[config.mk]
export PLATFORM = sky130hd
export DESIGN_NAME = lock_sequencer
export DESIGN_NICKNAME = d
export VERILOG_FILES = /design/src/rtl/lock_sequencer_pkg.sv /design/src/rtl/lock_sequencer_rise_detect.sv /design/src/rtl/lock_sequencer.sv
export SDC_FILE = /design/constraint.sdc
export NUM_CORES = 1
export LEC_CHECK = 0
export CAP_MARGIN = 20
export CORE_MARGIN = 5
export CORE_UTILIZATION = 46
export DETAILED_ROUTE_END_ITERATION = 16
export MAX_ROUTING_LAYER = met4
export PLACE_DENSITY = 0.66
export SYNTH_ARGS = -nofsm -noshare
export SYNTH_HDL_FRONTEND = slang
export SYNTH_SLANG_ARGS = --single-unit
[constraint.sdc]
create_clock -name clk_i -period 2.24 [get_ports clk_i]
set_input_delay 0.224 -clock clk_i [delete_from_list [all_inputs] [get_ports clk_i]]
set_output_delay 0.224 -clock clk_i [all_outputs]
set_load 0.005 [all_outputs]
[src/rtl/lock_sequencer_pkg.sv]
// Shared types and widths for the combination lock: sequencer states,
// programming sub-phases and the digit/index widths used with comparator_store.
package lock_pkg;

    localparam int NUM_DIGITS = 3;
    localparam int DIGIT_W    = 3;
    localparam int IDX_W      = 2;
    localparam int FAIL_W     = 2;

    localparam logic [IDX_W-1:0] LAST_IDX = IDX_W'(NUM_DIGITS - 1);

    typedef enum logic [2:0] {
        ST_ENTRY,
        ST_FAIL,
        ST_OPEN,
        ST_PROG,
        ST_LOCKOUT
    } state_e;

    typedef enum logic [1:0] {
        PH_WAIT,
        PH_STROBE,
        PH_HOLD
    } prog_phase_e;

    function automatic int maxInt(input int a, input int b);
        return (a > b) ? a : b;
    endfunction

endpackage

[src/rtl/lock_sequencer_rise_detect.sv]
// Rising-edge detector for a level input; the registered copy resets to a
// configurable value so a level already high at reset release yields no edge.
module rise_detect #(
    parameter logic RESET_VAL = 1'b1
) (
    input  logic clk_i,
    input  logic reset_i,
    input  logic sig_i,
    output logic rise_o
);

    logic sig_q;

    always_ff @(posedge clk_i) begin
        if (reset_i) begin
            sig_q <= RESET_VAL;
        end else begin
            sig_q <= sig_i;
        end
    end

    assign rise_o = sig_i & ~sig_q;

endmodule

[src/rtl/lock_sequencer.sv]
// Control FSM for the combination lock: steps through digit entry, opens on a
// full match, reprograms the stored code while open and enforces a lockout.
module lock_sequencer
    import lock_pkg::*;
#(
    parameter int MAX_TRIES      = 3,
    parameter int UNLOCK_CYCLES  = 50_000_000,
    parameter int LOCKOUT_CYCLES = 250_000_000
) (
    input  logic              clk_i,
    input  logic              reset_i,
    input  logic              enter_i,
    input  logic              prog_req_i,
    input  logic              compare_i,
    output logic [IDX_W-1:0]  code_no_o,
    output logic              program_o,
    output logic              unlocked_o,
    output logic              alarm_o,
    output logic [FAIL_W-1:0] fail_count_o
);

    localparam int TIMER_W = $clog2(maxInt(UNLOCK_CYCLES, LOCKOUT_CYCLES) + 1);
    localparam logic [TIMER_W-1:0] UNLOCK_LOAD  = TIMER_W'(UNLOCK_CYCLES - 1);
    localparam logic [TIMER_W-1:0] LOCKOUT_LOAD = TIMER_W'(LOCKOUT_CYCLES - 1);
    localparam logic [FAIL_W-1:0]  MAX_FAIL     = FAIL_W'(MAX_TRIES);

    state_e              state_q, state_d;
    prog_phase_e         phase_q, phase_d;
    logic [IDX_W-1:0]    idx_q, idx_d;
    logic                bad_q, bad_d;
    logic [FAIL_W-1:0]   fail_q, fail_d;
    logic [TIMER_W-1:0]  timer_q, timer_d;
    logic                program_q, program_d;
    logic                unlocked_q, unlocked_d;
    logic                alarm_q, alarm_d;
    logic                ev;
    logic                badNext;
    logic [FAIL_W-1:0]   failInc;

    rise_detect #(.RESET_VAL(1'b1)) u_enter_rise (
        .clk_i   (clk_i),
        .reset_i (reset_i),
        .sig_i   (enter_i),
        .rise_o  (ev)
    );

    assign badNext = bad_q | ~compare_i;
    assign failInc = (fail_q == MAX_FAIL) ? fail_q : fail_q + FAIL_W'(1);

    always_ff @(posedge clk_i) begin
        if (reset_i) begin
            state_q    <= ST_ENTRY;
            phase_q    <= PH_WAIT;
            idx_q      <= '0;
            bad_q      <= 1'b0;
            fail_q     <= '0;
            timer_q    <= '0;
            program_q  <= 1'b0;
            unlocked_q <= 1'b0;
            alarm_q    <= 1'b0;
        end else begin
            state_q    <= state_d;
            phase_q    <= phase_d;
            idx_q      <= idx_d;
            bad_q      <= bad_d;
            fail_q     <= fail_d;
            timer_q    <= timer_d;
            program_q  <= program_d;
            unlocked_q <= unlocked_d;
            alarm_q    <= alarm_d;
        end
    end

    always_comb begin
        state_d   = state_q;
        phase_d   = phase_q;
        idx_d     = idx_q;
        bad_d     = bad_q;
        fail_d    = fail_q;
        timer_d   = timer_q;
        program_d = 1'b0;

        case (state_q)
            // Every digit is consumed before judging, so a wrong digit never
            // reveals its position by cutting the attempt short.
            ST_ENTRY: begin
                if (ev) begin
                    bad_d = badNext;
                    if (idx_q != LAST_IDX) begin
                        idx_d = idx_q + IDX_W'(1);
                    end else begin
                        idx_d = '0;
                        bad_d = 1'b0;
                        if (badNext) begin
                            state_d = ST_FAIL;
                        end else begin
                            state_d = ST_OPEN;
                            fail_d  = '0;
                            timer_d = UNLOCK_LOAD;
                        end
                    end
                end
            end
            ST_FAIL: begin
                fail_d = failInc;
                idx_d  = '0;
                bad_d  = 1'b0;
                if (failInc == MAX_FAIL) begin
                    state_d = ST_LOCKOUT;
                    timer_d = LOCKOUT_LOAD;
                end else begin
                    state_d = ST_ENTRY;
                end
            end
            ST_OPEN: begin
                if (prog_req_i) begin
                    state_d = ST_PROG;
                    phase_d = PH_WAIT;
                    idx_d   = '0;
                end else if (timer_q == '0) begin
                    state_d = ST_ENTRY;
                    idx_d   = '0;
                end else begin
                    timer_d = timer_q - TIMER_W'(1);
                end
            end
            // Strobe, then hold the index one more cycle so the store sees a
            // stable address and data after the write edge.
            ST_PROG: begin
                case (phase_q)
                    PH_WAIT: begin
                        if (ev) begin
                            phase_d   = PH_STROBE;
                            program_d = 1'b1;
                        end
                    end
                    PH_STROBE: phase_d = PH_HOLD;
                    PH_HOLD: begin
                        phase_d = PH_WAIT;
                        if (idx_q == LAST_IDX) begin
                            state_d = ST_ENTRY;
                            idx_d   = '0;
                        end else begin
                            idx_d = idx_q + IDX_W'(1);
                        end
                    end
                    default: phase_d = PH_WAIT;
                endcase
            end
            ST_LOCKOUT: begin
                if (timer_q == '0) begin
                    state_d = ST_ENTRY;
                    fail_d  = '0;
                    idx_d   = '0;
                end else begin
                    timer_d = timer_q - TIMER_W'(1);
                end
            end
            default: begin
                state_d = ST_ENTRY;
                phase_d = PH_WAIT;
                idx_d   = '0;
                bad_d   = 1'b0;
            end
        endcase

        unlocked_d = (state_d == ST_OPEN) || (state_d == ST_PROG);
        alarm_d    = (state_d == ST_LOCKOUT);
    end

    assign code_no_o    = idx_q;
    assign program_o    = program_q;
    assign unlocked_o   = unlocked_q;
    assign alarm_o      = alarm_q;
    assign fail_count_o = fail_q;

endmodule

==> impl_metrics.json <==
{
  "peakVddDrop_mv": 0.2331,
  "final-setup-viol-count": 0,
  "crit_chain": "or4_4, nor4_4, and3_2, a21oi_2, a41o_1, a21oi_2",
  "grt_pass1_wl_um": 10910,
  "grt_usage_pct": 21.46,
  "whs_path_depth": 2,
  "numClockSinks": 42,
  "tritoncts": "yes",
  "fin_ws_ps": 80.83,
  "gp_congestion": 0.9122,
  "worstPathMaxFanout": 9,
  "syn-num-nets": 306,
  "grt_max_degree": 20,
  "clk_path_buf_depth": 2,
  "ys_seq_area_share_pct": 35.11,
  "die_height_um": 82.16,
  "slew_headroom_pct": 60.13,
  "finish.utilization_pct": 58.19,
  "yosysUniqueCellTypes": 58,
  "die_w_um": 82.16,
  "crit_start": "timer_q[20]$_SDFFE_PP0P_",
  "drc": 0,
  "place_area_sq_mm": 0.002810,
  "reg2reg_to": "timer_q[13]$_SDFFE_PP0P_",
  "p_total_mw": 1.291,
  "drive_gt1_share_pct": 21.64,
  "antenna_found_initial": 0,
  "dpl_worst_slack_ps": 3.974,
  "slowest_stage": "or4_4",
  "synth_area_sq_mm": 0.002395,
  "wl_per_cell_um": 16.02,
  "coreArea_sq_mm": 0.005075,
  "crit_type": "reg2reg",
  "synth_seq_cells": 42,
  "nNetsFinal": 349,
  "critPathArrivalTime_ps": 2390,
  "syn_avg_cell_area_sq_um": 8.009,
  "num_antenna_cells": 0,
  "worstPathRequired_ps": 2470,
  "place_hpwl_um": 4687,
  "synth-edff-count": 0,
  "async_reset_ff_share_pct": 0,
  "startpoint_type": "flop",
  "fin_skew_ps": 12.78,
  "drv_slew": 0,
  "max_freq_mhz": 463.1,
  "die_area_sq_mm": 0.006749,
  "path_common_cell": "a21oi_2",
  "hp-class": "reg2reg",
  "numCtsBuffers": 5,
  "syn2layout_area_growth_pct": 23.30,
  "slowest_delay_ps": 560,
  "clkTransAtPathRegs_ps": 70,
  "rrSetupSlack_ps": 80,
  "port_buffers": 11,
  "period_minus_slack_ps": 2159,
  "r2r_start": "timer_q[20]$_SDFFE_PP0P_",
  "leakagePower_nw": 1.134,
  "antenna_left": 0,
  "cp-end-kind": "flop",
  "row_count": 26,
  "grt_pass1_vias": 2300,
  "synth_flop_cell": "dfxtp_1",
  "vias": 2491,
  "root_buffer": "clkbuf_8",
  "first_pass_iters": 5,
  "final_cell_area_sq_mm": 0.002953,
  "drt_iter0_drc": 257,
  "holdPathEnd": "timer_q[14]$_SDFFE_PP0P_",
  "powerDensity_mw_per_mm2": 437.0,
  "reg2regPathDepth": 6,
  "min-delay-start": "timer_q[14]$_SDFFE_PP0P_",
  "status": "finished, final reports clean",
  "initial_core_util_pct": 47.19,
  "ys_warn_count": 0,
  "worst_slew_pin_slew_ps": 592.6,
  "cap_violations": 0,
  "hold_buffers": 0,
  "final_common_cell": "dfxtp_1",
  "overflow": 0,
  "via_per_inst": 6.046,
  "period_share_pct": 96.39,
  "layout_common_cells": "dfxtp_1 (42), buf_4 (41), nor2_1 (36), a21oi_1 (30), o21ai_0 (22)",
  "htree_levels": 2,
  "synth_cells": 299,
  "routed_wl_um": 6602,
  "clock_latency_ps": 300,
  "hold_violations": 0,
  "nFillCells": 487,
  "io_pins": 12
}
critical path, delay by kind of cell, from the launching register on:
| family | cells | cell delay (ps) |
|---|---|---|
| AOI/OAI and AO/OA | 3 | 550 |
| and+or+nand+nor | 3 | 1250 |
| DFF | 1 | 310 |
kinds of logic (layout without fill, tap and decap cells):
group | after synthesis | in the layout | synth area share [%]
AND/OR/NAND/NOR | 126 | 126 | 30.09
XOR/XNOR | 5 | 5 | 1.829
AO/OA/AOI/OAI | 95 | 96 | 26.02
buffers and inverters | 28 | 70 | 5.485
adder cells (fa/ha/maj) | 2 | 2 | 1.045
flip-flops | 42 | 42 | 35.11
multiplexers | 1 | 1 | 0.4180
final cells by class:
class,instances,area (sq um),share of cell area (%)
Sequential cell,42,840.8,28.47
Timing Repair Buffer,54,440.4,14.92
Multi-Input combinational cell,230,1474,49.92
Tap cell,70,87.58,2.966
Clock buffer,7,76.32,2.585
Inverter,9,33.78,1.144
how the worst max path moves through the flow:
stage / endpoint / slack [ps] / cells past startpoint
after detailed placement: timer_q[13]$_SDFFE_PP0P_ / 4 / 6
after global routing: timer_q[27]$_SDFFE_PP0P_ / -10 / 7
after global placement: timer_q[26]$_SDFFE_PP0P_ / 20 / 7
final: timer_q[13]$_SDFFE_PP0P_ / 80 / 6
after CTS: timer_q[26]$_SDFFE_PP0P_ / 20 / 7
after floorplan: timer_q[0]$_SDFFE_PP0P_ / 90 / 9
metal layers:
metal,vias to the layer above,global-route usage [%],part of all wire (%)
met1,1174,27.05,45
met3,10,3.796,6.2
met5,-,-,0
li1,1205,-,-
met4,0,5.814,1.4
met2,102,35.46,48
synth_stat cells, drive strengths merged, types with 2 or more instances:
cell type	instances	area share [%]
a211oi	6	1.9
a21oi	33	7.7
a311oi	8	2.9
a31oi	6	1.6
a41o	2	0.84
and2	2	0.52
and3	4	1.0
buf	8	2.4
clkbuf	11	1.7
dfxtp	42	35
ha	2	1.0
inv	9	1.4
nand2	14	2.2
nand2b	7	1.8
nand3	5	1.0
nand3b	4	1.3
nand4	7	2.1
nor2	36	5.6
nor2b	5	1.3
nor3	10	2.3
nor3b	2	0.63
nor4	10	4.1
o21ai	23	4.8
o22ai	2	0.52
o31ai	2	0.63
o32ai	2	1.0
or2	3	0.78
or3	8	2.1
or4	6	2.0
xor2	5	1.8
stage by stage:
stage,hold slack [ps],cells,setup TNS (ps)
after floorplan,330.6,299,0
after global placement,467.3,403,0
after CTS,484.5,410,0
after detailed placement,475.2,403,0
after global routing,534.6,412,-12.33
final,488.8,412,0
flip-flops by register name (all words and copies together) (netlist names), 2 cells and up:
signal,flops
state_q,3
phase_q,2
timer_q,28
code_no_o,2
fail_count_o,2
power by group:
group | internal (mW) | total (mW) | switching (mW)
Combinational | 0.0316 | 0.0716 | 0.0399
Clock | 0.215 | 0.466 | 0.251
Sequential | 0.750 | 0.753 | 0.00306
Total | 0.996 | 1.29 | 0.294
timing repair:
item / 4_1_cts / 5_1_grt
endpoints found under the setup margin: 1 / 21
pin swaps: 0 / 2
gates resized for setup: 1 / 11
setup buffers: 0 / 1
gates cloned: 0 / 1
(Power assumes the default switching activity.)
